==> src/rtl/pid_pkg.sv <==
// Shared constants and types for the PID channel scheduler and its helpers.
// Latency: n/a (declarations only).
// Backpressure: n/a.
package pid_pkg;

   localparam int DATA_WIDTH = 16;
   localparam int CHN_WIDTH  = 3;
   localparam int NUM_CHN    = 4;
   localparam int TMO_CYCLES = 1024;

   typedef enum logic [1:0] {
      IDLE  = 2'd0,
      ISSUE = 2'd1,
      WAIT  = 2'd2
   } sched_state_t;

   // Channel index reached by stepping 'off' places past 'ptr', wrapping modulo 4.
   function automatic logic [1:0] rr_offset(input logic [1:0] ptr, input logic [1:0] off);
      return ptr + off;
   endfunction

endpackage

==> src/rtl/rr_arbiter4.sv <==
// Combinational 4-way round-robin pick: first requester strictly after ptr, ptr itself last.
// Latency: 0 cycles (pure combinational).
// Backpressure: none; caller qualifies gnt_any with its own ready.
// Ports: req - request vector, ptr - last granted index,
//        gnt_idx - selected index (valid when gnt_any), gnt_any - any request present.
module rr_arbiter4
   import pid_pkg::*;
(
   input  logic [3:0] req,
   input  logic [1:0] ptr,
   output logic [1:0] gnt_idx,
   output logic       gnt_any
);

   // Walk from the farthest offset down to the nearest so the closest
   // requester after ptr is the last (winning) assignment.
   always_comb begin
      gnt_idx = ptr;
      for (int off = 4; off >= 1; off--) begin
         if (req[rr_offset(ptr, 2'(off))]) begin
            gnt_idx = rr_offset(ptr, 2'(off));
         end
      end
   end

   assign gnt_any = |req;

endmodule

==> src/rtl/pid_chn_scheduler.sv <==
// Time-shares one PID core across four motor channels, round-robin, one transaction in flight.
// Latency: sample strobe at edge k -> grant at k+1 -> data_valid_o high after edge k+2.
// Backpressure: tready_i low in IDLE stalls grants; a result (or timeout) is required before the next issue.
// Ports:
//   clk, rst                 - clock, synchronous active-high reset
//   rpm_valid_i/rpm_data_i   - per-channel feedback sample strobes and packed samples
//   tr_valid_i/chn/data      - speed reference write from the UART command path
//   stop_i                   - per-channel stop, excludes channel from scheduling
//   tready_i, u_valid_i/chn  - PID core ready and result strobe
//   data_valid_o/chn/fdb/ref - transaction to the PID core (fields held until next grant)
//   busy_o, ovr_o, tmo_o     - in-flight flag, sticky sample overrun, timeout pulse
module pid_chn_scheduler #(
   parameter int DATA_WIDTH = pid_pkg::DATA_WIDTH,
   parameter int CHN_WIDTH  = pid_pkg::CHN_WIDTH,
   parameter int NUM_CHN    = pid_pkg::NUM_CHN,
   parameter int TMO_CYCLES = pid_pkg::TMO_CYCLES
) (
   input  logic                      clk,
   input  logic                      rst,
   input  logic [NUM_CHN-1:0]        rpm_valid_i,
   input  logic [NUM_CHN*DATA_WIDTH-1:0] rpm_data_i,
   input  logic                      tr_valid_i,
   input  logic [CHN_WIDTH-1:0]      tr_chn_i,
   input  logic [DATA_WIDTH-1:0]     tr_data_i,
   input  logic [NUM_CHN-1:0]        stop_i,
   input  logic                      tready_i,
   input  logic                      u_valid_i,
   input  logic [CHN_WIDTH-1:0]      u_chn_i,
   output logic                      data_valid_o,
   output logic [CHN_WIDTH-1:0]      data_chn_o,
   output logic [DATA_WIDTH-1:0]     data_fdb_o,
   output logic [DATA_WIDTH-1:0]     data_ref_o,
   output logic                      busy_o,
   output logic [NUM_CHN-1:0]        ovr_o,
   output logic                      tmo_o
);
   import pid_pkg::*;

   localparam int                   TW        = (TMO_CYCLES > 1) ? $clog2(TMO_CYCLES) : 1;
   localparam logic [TW-1:0]        TMO_LAST  = TW'(TMO_CYCLES - 1);
   localparam logic [CHN_WIDTH-1:0] CHN_LIMIT = CHN_WIDTH'(NUM_CHN);

   sched_state_t          state;
   logic [1:0]            rr_ptr;
   logic [TW-1:0]         tmo_cnt;
   logic [DATA_WIDTH-1:0] smp   [NUM_CHN];
   logic [DATA_WIDTH-1:0] ref_q [NUM_CHN];
   logic [NUM_CHN-1:0]    pend;
   logic [NUM_CHN-1:0]    elig;
   logic [NUM_CHN-1:0]    grant_vec;
   logic [1:0]            arb_idx;
   logic                  arb_any;
   logic                  grant;
   logic                  u_match;
   logic                  ref_wr;

   // Stopped channels never compete, even if a stale pend bit were present.
   assign elig = pend & ~stop_i;

   rr_arbiter4 u_rr_arbiter4 (
      .req     (elig),
      .ptr     (rr_ptr),
      .gnt_idx (arb_idx),
      .gnt_any (arb_any)
   );

   assign grant     = (state == IDLE) && arb_any && tready_i;
   assign grant_vec = grant ? (NUM_CHN'(1) << arb_idx) : '0;
   assign u_match   = u_valid_i && (u_chn_i == data_chn_o);
   assign ref_wr    = tr_valid_i && (tr_chn_i < CHN_LIMIT);
   assign busy_o    = (state != IDLE);

   // Sample capture. A strobe on the channel being granted this cycle is not
   // an overrun: the grant consumes the old sample and the new one stays pending.
   always_ff @(posedge clk) begin
      if (rst) begin
         pend  <= '0;
         ovr_o <= '0;
         for (int n = 0; n < NUM_CHN; n++) begin
            smp[n] <= '0;
         end
      end else begin
         for (int n = 0; n < NUM_CHN; n++) begin
            if (stop_i[n]) begin
               pend[n] <= 1'b0;
            end else if (rpm_valid_i[n]) begin
               smp[n]  <= rpm_data_i[n*DATA_WIDTH +: DATA_WIDTH];
               pend[n] <= 1'b1;
               if (pend[n] && !grant_vec[n]) begin
                  ovr_o[n] <= 1'b1;
               end
            end else if (grant_vec[n]) begin
               pend[n] <= 1'b0;
            end
         end
      end
   end

   // Reference registers; out-of-range channel writes are dropped. A write in
   // the grant cycle lands after the grant has already sampled the old value.
   always_ff @(posedge clk) begin
      if (rst) begin
         for (int n = 0; n < NUM_CHN; n++) begin
            ref_q[n] <= '0;
         end
      end else if (ref_wr) begin
         ref_q[tr_chn_i[1:0]] <= tr_data_i;
      end
   end

   // Scheduler FSM. data_valid_o and tmo_o are registered one-cycle pulses.
   always_ff @(posedge clk) begin
      if (rst) begin
         state        <= IDLE;
         rr_ptr       <= 2'd3;
         tmo_cnt      <= '0;
         data_valid_o <= 1'b0;
         data_chn_o   <= '0;
         data_fdb_o   <= '0;
         data_ref_o   <= '0;
         tmo_o        <= 1'b0;
      end else begin
         data_valid_o <= 1'b0;
         tmo_o        <= 1'b0;
         case (state)
            IDLE: begin
               if (grant) begin
                  data_chn_o <= CHN_WIDTH'(arb_idx);
                  data_fdb_o <= smp[arb_idx];
                  data_ref_o <= ref_q[arb_idx];
                  rr_ptr     <= arb_idx;
                  state      <= ISSUE;
               end
            end
            ISSUE: begin
               data_valid_o <= 1'b1;
               tmo_cnt      <= '0;
               state        <= WAIT;
            end
            WAIT: begin
               // A matching result in the final counter cycle wins over the timeout.
               if (u_match) begin
                  state <= IDLE;
               end else if (tmo_cnt == TMO_LAST) begin
                  tmo_o <= 1'b1;
                  state <= IDLE;
               end else begin
                  tmo_cnt <= tmo_cnt + 1'b1;
               end
            end
            default: begin
               state <= IDLE;
            end
         endcase
      end
   end

endmodule

==> config.mk <==
export PLATFORM = sky130hd
export DESIGN_NAME = pid_chn_scheduler
export DESIGN_NICKNAME = d
export VERILOG_FILES = /design/src/rtl/pid_pkg.sv /design/src/rtl/rr_arbiter4.sv /design/src/rtl/pid_chn_scheduler.sv
export SDC_FILE = /design/constraint.sdc
export NUM_CORES = 1
export LEC_CHECK = 0
export CAP_MARGIN = 10
export CELL_PAD_IN_SITES_DETAIL_PLACEMENT = 0
export CELL_PAD_IN_SITES_GLOBAL_PLACEMENT = 2
export CORE_UTILIZATION = 38
export DETAILED_ROUTE_END_ITERATION = 6
export PLACE_DENSITY = 0.88
export SYNTH_ARGS = -nofsm -noshare
export SYNTH_HDL_FRONTEND = slang
export SYNTH_HIERARCHICAL = 1
export SYNTH_SLANG_ARGS = --single-unit
==> constraint.sdc <==
create_clock -name clk -period 6.79 [get_ports clk]
set_input_delay 2.037 -clock clk [delete_from_list [all_inputs] [get_ports clk]]
set_output_delay 2.037 -clock clk [all_outputs]
set_load 0.01 [all_outputs]
## After elaboration in Yosys (flattened, before gate mapping)

Memory sizes are Yosys's and may differ from the RTL's. A register that Yosys moved wholly into a read port is not among the register bits.
Cells that the tools add are included.

- Flip-flop bits (word level): 26
- Bits in writable memories: 128
- Input bits: 99
- Output and inout port bits: 42
- Word-level logic and storage cells: 132
- Memories kept: 2

Memories:

| name | depth | width | read ports | clocked after memory_dff | wr ports | RTL line | RTL |
|---|---|---|---|---|---|---|---|
| ref_q | 4 | 16 | 1 | 1 | 4 | pid_chn_scheduler.sv:47 | `logic [DATA_WIDTH-1:0] ref_q [NUM_CHN];` |
| smp | 4 | 16 | 1 | 1 | 4 | pid_chn_scheduler.sv:46 | `logic [DATA_WIDTH-1:0] smp [NUM_CHN];` |

- Add/sub/neg operators: 4
- Order comparisons: 4
- Eq/ne operators: 8
- Shift operators: 1
- Mux-type cells: 55
- Bitwise gates (word level): 11
- Reduce and logical (&&, ||, !) cells: 33

Operator list:

| operator | count |
|---|---|
| 2-to-1 mux 16 bit | 5 |
| 2-to-1 mux 1 bit | 35 |
| 2-to-1 mux 10 bit | 2 |
| one-hot mux 10 bit (2 select lines) | 1 |
| OR reduction 16 bit | 1 |
| AND reduction 3 bit | 5 |
| 2-to-1 mux 2 bit | 7 |
| nonzero test 2 bit | 6 |
| adder 10 x 1 -> 10 bit (second input constant) | 1 |
| equality test 10 bit (second input constant) | 1 |
| less-than comparator 2 x 3 -> 1 bit (second input constant) | 3 |
| logical AND 1 bit | 8 |
| OR reduction 2 bit | 4 |
| binary-select mux 1 bit (select 2 bit) | 3 |
| inequality test 2 bit (second input constant) | 3 |
| one-hot mux 2 bit (3 select lines) | 1 |
| NOT 1 bit | 5 |
| adder 2 bit (second input constant) | 2 |
| bitwise AND 4 bit | 1 |
| zero test 1 bit | 4 |
| 2-to-1 mux 4 bit | 1 |
| NOT 4 bit | 1 |
| bitwise OR 1 bit | 4 |
| AND reduction 2 bit | 2 |
| other kinds (10) | 10 |

## Longest topological paths before layout

Gate-level depths: netlist (run 1).

- Depth after elaboration: 12
- Mapped depth: 9
- Depth with buffers taken out: 7

## Hierarchy

The synthesis (run 1) kept the hierarchy.

Modules (own cells, without submodules):

| module | times used | cells each | area an instance (um2) | sequential area each (um2) |
|---|---|---|---|---|
| pid_chn_scheduler | 1 | 600 | 7,867.5 | 5,004.8 |
| rr_arbiter4 | 1 | 14 | 82.6 | 0.0 |

## Worst setup path after synthesis (run 1)

No wires, ideal clock.

- Path kind: input to register
- Start: in stop_i[3]
- End: reg data_fdb_o[12], read port of smp
- Library setup time: 0.132 ns
- Arrival: 3.773 ns
- Data required time: 6.658 ns
- Slack: 2.885 ns
- Stages: 9
- Path buffers: 2
- Path through: nor2b_1 inv_1 o22ai_1 a221o_1 buf_2 buf_4 mux4_2 nand2_1 a21oi_1

- Longest elaborated chain between the ends: 7
- Elaborated cells between the ends (all ways): 15
- Those cells by class: 9 x mux; 2 x bitwise; 4 x reduce/logical

Ends and longest elaborated chain:

| item | RTL line | RTL |
|---|---|---|
| start, declared | pid_chn_scheduler.sv:25 | `input logic [NUM_CHN-1:0] stop_i,` |
| NOT 4 bit (*) | pid_chn_scheduler.sv:58 | `assign elig = pend & ~stop_i;` |
| bitwise AND 4 bit (*) | pid_chn_scheduler.sv:58 |  |
| binary-select mux 1 bit (select 2 bit) | rr_arbiter4.sv:20 | `if (req[rr_offset(ptr, 2'(off))]) begin` |
| 2-to-1 mux 1 bit (implied by the code) | rr_arbiter4.sv:20 |  |
| 2-to-1 mux 2 bit (2 in series) | rr_arbiter4.sv:20 |  |
| 2-to-1 mux 2 bit (*) | rr_arbiter4.sv:20 |  |
| via arb_idx[0] | pid_chn_scheduler.sv:51 | `logic [1:0] arb_idx;` |
| end, declared | pid_chn_scheduler.sv:31 | `output logic [DATA_WIDTH-1:0] data_fdb_o,` |

Mark *: on every way through the listed nets, which the timed path passes. The rest lies on a longest branch. The select of a mux whose other input is x is not followed.
A chain may end at the register's enable or synchronous reset.

## Worst setup path after layout (run 1)

- Start: in stop_i[3]
- End: reg data_fdb_o[10], read port of smp

- Longest elaborated chain between the ends: 7
- Elaborated cells between the ends (all ways): 15
- Those cells by class: 9 x mux; 2 x bitwise; 4 x reduce/logical

Ends and longest elaborated chain:

| item | RTL line | RTL |
|---|---|---|
| NOT 4 bit (*) | pid_chn_scheduler.sv:58 |  |
| bitwise AND 4 bit (*) | pid_chn_scheduler.sv:58 |  |
| via elig[3] | pid_chn_scheduler.sv:49 | `logic [NUM_CHN-1:0] elig;` |
| binary-select mux 1 bit (select 2 bit) | rr_arbiter4.sv:20 |  |
| 2-to-1 mux 1 bit (implied by the code) | rr_arbiter4.sv:20 |  |
| 2-to-1 mux 2 bit (2 in series) | rr_arbiter4.sv:20 |  |
| 2-to-1 mux 2 bit (*) | rr_arbiter4.sv:20 |  |
| via arb_idx[0] | pid_chn_scheduler.sv:51 |  |

Marks and branches as above.

==> flow_metrics.tcl, run 1 <==
set metrics [dict create \
    status "finished, final reports clean" \
    drc 0 \
    clock-sinks 186 \
    cts_root_buffer "clkbuf_16" \
    ys_warn_count 6 \
    synth_common_cells "128 x and2_1, 128 x edfxtp_1, 78 x nand2_1, 58 x dfxtp_1, 44 x a21oi_1" \
    diodes 0 \
    ys_async_sr_fraction_pct 0 \
    vdd_ir_drop_max_mv 0.159 \
    fin_tns_setup_ns 0 \
    stdcell_count 1028 \
    viasPerCell 5.08 \
    tritoncts "yes" \
    num_rows 52 \
    cp.arrival_ns 4.91 \
    synth_top_cell_area_share_pct 48.3 \
    cts_buffers 17 \
    min_period_over_period_pct 68.1 \
    postLayoutCoreUtil_pct 50.0 \
    ys.flop_type "edfxtp_1" \
    syn_nets 714 \
    synth_seq_area_share_pct 63.0 \
    grtUsageTotal_pct 18.3 \
    syn_inst 614 \
    max_slew_margin_pct 17.2 \
    path_clk_slew_ns 0.07 \
    syn_area_um2 7950 \
    required_ns 7.08 \
    ant_nets 0 \
    coreArea_um2 20400 \
    grt-ovfl-total 0 \
    critical_path_class "input pin to flop" \
    routabilityCongestion 0.761 \
    cp-startpoint "stop_i[3]" \
    rsz0062_at_grt "no" \
    ctsHoldBuffers 0 \
    endpoint_kind "flop" \
    leakage_nw 3.56 \
    hold_path.class "flop to flop" \
    io_pins 141 \
    synth_edf_count 128 \
    rr_startpoint "pend[3]" \
    path_max_fanout 21 \
    syn_to_final_growth_pct 28.2 \
    num_vias 5220 \
    wl_per_cell_um 18.3 \
    yosysUniqueCellTypes 50 \
    synth_area_leaders "edfxtp_1 48%, dfxtp_1 15%, and2_1 10%" \
    wirelength_um 18800 \
    drt-initial-drc-count 337 \
    synth_top_cell_by_area "edfxtp_1" \
    first_pass_iters 4 \
    grt_max_degree 68 \
    worstHoldStart "data_ref_o[2]" \
    finClkSkew_ns 0.00844 \
    cts_buffer_depth 2 \
    fmax_mhz 216 \
    start_util_pct 39.0 \
    dpl.cell_count 996 \
    fp.dieW_um 147 \
    clock_latency_ns 0.44 \
    die_h_um 147 \
    hold_violations 0 \
    die_area_um2 21500 \
    grt_pass1_wl_um 29800 \
    avgSynthCellArea_um2 12.9 \
    worst_slew_pin_slew_ns 1.24 \
    grt_antenna_before_repair 0 \
    fin_hold_ws_ns 0.453 \
    hpwl_um 12600 \
    startpoint_type "input pin" \
    drv_slew 0 \
    fin_crit_ns 4.62 \
    cts_resized 0 \
    grt_pass1_vias 5423 \
    portBuffers 139 \
    htreeDepth 4 \
    finalSetupViolations 0 \
    cap_violations 0 \
    ys_seq_elements 186 \
    drive_gt1_share_pct 11.3 \
    finish.net_count 845 \
    power.density_nw_per_um2 254 \
    post-cts-setup-buffer-count 0 \
]
kinds of logic after synthesis:
| logic type | after synthesis | synth area share, % |
|---|---|---|
| other | 1 | 0.0472 |
| buffers and inverters | 44 | 2.53 |
| adder cells (fa/ha/maj) | 1 | 0.157 |
| multiplexers | 33 | 9.19 |
| AND/OR/NAND/NOR | 269 | 18.9 |
| flip-flops | 186 | 63.0 |
| XOR/XNOR | 2 | 0.220 |
| AO/OA/AOI/OAI | 78 | 5.95 |
registers in the layout (all words and copies together) (netlist names):
name          flops
rr_ptr            2
data_valid_o      1
tmo_o             1
data_ref_o       16
ovr_o             4
pend              4
smp              64
data_fdb_o       16
ref_q            64
state             2
data_chn_o        2
tmo_cnt          10
report_power, final:
group / switching [mW] / leakage, nW / internal, mW / total, mW
clock network: 0.486 / 0.293 / 0.499 / 0.984
registers: 0.0261 / 1.74 / 1.29 / 1.31
logic: 0.134 / 1.53 / 0.160 / 0.294
per-stage QoR:
step | power (mW) | setup WS (ns) | area (um2)
after global placement | 1.63 | 1.77 | 9600
after global routing | 2.68 | 1.86 | 10200
after floorplan | 1.49 | 2.88 | 7950
after CTS | 2.61 | 2.12 | 10200
after detailed placement | 1.64 | 1.67 | 9600
final | 2.59 | 2.17 | 10200
placed cells by master, fill, tap and decap left out, types with 2 or more instances in the layout:
master	n
clkinv_8	3
or2_2	5
nor2_1	9
nand2b_1	12
dfxtp_1	58
o211ai_1	3
xnor2_1	2
nand3_1	5
a31oi_1	6
a31o_1	4
o31ai_1	2
or4_1	4
nand4_1	2
nor3b_2	2
clkinv_4	2
edfxtp_1	128
o21ai_0	5
a21boi_1	2
and2_1	128
and3b_1	2
mux4_2	32
inv_1	10
a21oi_1	43
nor2b_1	7
nand2_1	78
clkbuf_16	17
buf_4	7
and3_1	2
o311ai_0	2
inv_6	4
nor3_1	4
inv_8	6
clkdlybuf4s50_1	138
or3_1	4
path summary, 6_finish.rpt:
check                                       to  slack, ns  depth (start not counted)
worst max-delay path            data_fdb_o[10]       2.17                          9
worst min-delay path             data_ref_o[2]       0.45                          2
worst max register to register  data_fdb_o[10]       3.92                          8
worst min register to register   data_ref_o[2]       0.45                          2
metal layers:
layer  vias to the layer above  GRT usage, %  part of all wire (%)
li1                       2465             -                     -
met1                      2616          22.1                    41
met2                       125          32.7                    54
met3                        14          3.09                   4.0
met4                         0          6.15                   1.3
met5                         -             0                     0
worst max-delay path: stages:
cell and delay [ns]:
clkdlybuf4s50_1 0.45, nor2b_1 0.39, inv_1 0.08, o22ai_1 0.16, a221o_2 0.59, buf_4 0.48
mux4_2 0.55, nand2_1 0.08, a21oi_1 0.06
layout make-up:
type                       count  area (um2)
multi-input combinational    384        2780
inverter                      10        37.5
fill                        1759       10200
clock inverter                15         169
timing repair buffer         146        1440
tap                          270         338
sequential                   186        5000
clock buffer                  17         425
No activity file was read; power rests on OpenSTA's default activity.
==> run 2: changes to the inputs <==
--- a/config.mk
+++ b/config.mk
@@ -8,9 +8,9 @@
 export CAP_MARGIN = 10
 export CELL_PAD_IN_SITES_DETAIL_PLACEMENT = 0
 export CELL_PAD_IN_SITES_GLOBAL_PLACEMENT = 2
-export CORE_UTILIZATION = 38
+export CORE_UTILIZATION = 36
 export DETAILED_ROUTE_END_ITERATION = 6
-export PLACE_DENSITY = 0.88
+export PLACE_DENSITY = 0.84
 export SYNTH_ARGS = -nofsm -noshare
 export SYNTH_HDL_FRONTEND = slang
 export SYNTH_HIERARCHICAL = 1
==> constraint.sdc (replaced) <==
create_clock -name clk -period 4.7 [get_ports clk]
set_input_delay 1.41 -clock clk [delete_from_list [all_inputs] [get_ports clk]]
set_output_delay 1.41 -clock clk [all_outputs]
set_load 0.01 [all_outputs]
==> flow_metrics.tcl, run 2 (synthesized netlist as in run 1, its figures left out) <==
set metrics [dict create \
    status "finished, final reports clean" \
    ctsHoldBuffers 0 \
    num_rows 54 \
    endpoint_kind "flop" \
    power.density_nw_per_um2 365 \
    max_slew_margin_pct 24.4 \
    cp.arrival_ns 4.15 \
    min_period_over_period_pct 82.1 \
    fp.dieW_um 151 \
    num_vias 5192 \
    stdcell_count 1043 \
    grt_antenna_before_repair 0 \
    reg2regPathDepth 8 \
    htreeDepth 4 \
    grt_pass1_vias 5322 \
    timing.critical_path.buf_inv 3 \
    cts_buffer_depth 2 \
    r2r-end "data_fdb_o[9]" \
    finalSetupViolations 0 \
    layout_commonest_cell "clkdlybuf4s50_1" \
    ant_nets 0 \
    path_clk_slew_ns 0.08 \
    fin_area_um2 10300 \
    hpwl_um 12900 \
    finClkSkew_ns 0.0125 \
    rr_startpoint "pend[3]" \
    syn_to_final_growth_pct 29.0 \
    cpPeakStageDelay_ns 0.63 \
    final_cell_mix "138 x clkdlybuf4s50_1, 128 x and2_1, 128 x edfxtp_1" \
    path_max_fanout 21 \
    clock-sinks 186 \
    drive_gt1_share_pct 11.9 \
    vdd_ir_drop_max_mv 0.186 \
    cp_cell_sequence "clkdlybuf4s50_1 -> nor2b_1 -> inv_1 -> o22ai_1 -> a221o_2 -> buf_12 -> mux4_2 -> nand2_1 -> a21oi_1" \
    pre_cts_ws_ns 0.407 \
    critical-path-top-delay-family "compound AO/OA/AOI/OAI gates" \
    drt-initial-drc-count 253 \
    critical_path_class "input pin to flop" \
    fin_tns_setup_ns 0 \
    slowest_stage "a221o_2" \
    die_area_um2 22700 \
    drc 0 \
    first_pass_iters 5 \
    post-cts-setup-buffer-count 0 \
    grtUsageTotal_pct 17.6 \
    reg2reg_slack_ns 1.93 \
    fmax_mhz 259 \
    coreArea_um2 21800 \
    hold_path.class "flop to flop" \
    portBuffers 139 \
    fin_ws_ns 0.841 \
    rsz0062_at_grt "no" \
    largestRegisters "ref_q x64, smp x64" \
    required_ns 4.99 \
    grt_max_degree 38 \
    grt_pass1_wl_um 29300 \
    timing.critical_path.depth 9 \
    cts_resized 0 \
    wl_per_cell_um 18.4 \
    diodes 0 \
    worst_slew_pin_slew_ns 1.13 \
    leakage_nw 3.59 \
    postLayoutCoreUtil_pct 47.1 \
    dpl_cell_area_um2 9660 \
    dpl.cell_count 1011 \
    die_h_um 151 \
    startpoint_type "input pin" \
    hold_violations 0 \
    drv_slew 0 \
    cap_violations 0 \
    routabilityCongestion 0.781 \
    layout.filler_cells 1942 \
    viasPerCell 4.98 \
    clock_latency_ns 0.44 \
    wirelength_um 19200 \
    finish.net_count 850 \
    io_pins 141 \
    endpoint "data_fdb_o[9]" \
    grt-ovfl-total 0 \
    start_util_pct 36.5 \
    tritoncts "yes" \
    fin_crit_ns 3.86 \
    cts_root_buffer "clkbuf_16" \
    cp-startpoint "stop_i[3]" \
    cts_buffers 17 \
]
## run 2: worst min path at each step
stage	from	to	slack, ns	cells after the start
floorplan	tmo_cnt[8]	tmo_cnt[8]	0.46	2
global placement	data_ref_o[12]	data_ref_o[12]	0.45	2
detailed placement	data_ref_o[12]	data_ref_o[12]	0.45	2
CTS	data_fdb_o[3]	data_fdb_o[3]	0.46	2
global route	data_fdb_o[3]	data_fdb_o[3]	0.48	2
finish	data_ref_o[3]	data_ref_o[3]	0.46	2
## run 2: through the flow
stage,power [mW],hold WS (ns)
after detailed placement,2.37,0.451
after floorplan,2.16,0.464
final,3.75,0.458
after global routing,3.88,0.478
after CTS,3.78,0.462
after global placement,2.36,0.446
## run 2: area by class of cell
cell class	count	area, um2	area share (%)
Sequential cell	186	5000	48.8
Multi-Input combinational cell	384	2780	27.1
Timing Repair Buffer	151	1490	14.5
Clock buffer	17	425	4.15
Tap cell	280	350	3.42
Clock inverter	15	169	1.65
Inverter	10	37.5	0.366
## run 2: power by group
group / internal (mW) / leakage (nW) / total [mW] / switching, mW
clock: 0.720 / 0.292 / 1.42 / 0.703
combinational: 0.236 / 1.56 / 0.429 / 0.193
sequential: 1.86 / 1.74 / 1.90 / 0.0388
total: 2.81 / 3.59 / 3.75 / 0.934
## run 2: metal layers
layer	track usage, %	part of all wire (%)	vias to the layer above
li1	-	-	2479
met1	21.5	42	2566
met2	31.4	53	136
met3	3.48	4.7	11
met4	4.95	0.67	0
met5	0	0	-
## run 2: worst min-delay path, stage by stage (launching register included)
cell	delay [ns]
dfxtp_1	0.31
nand2_1	0.05
a21oi_1	0.05
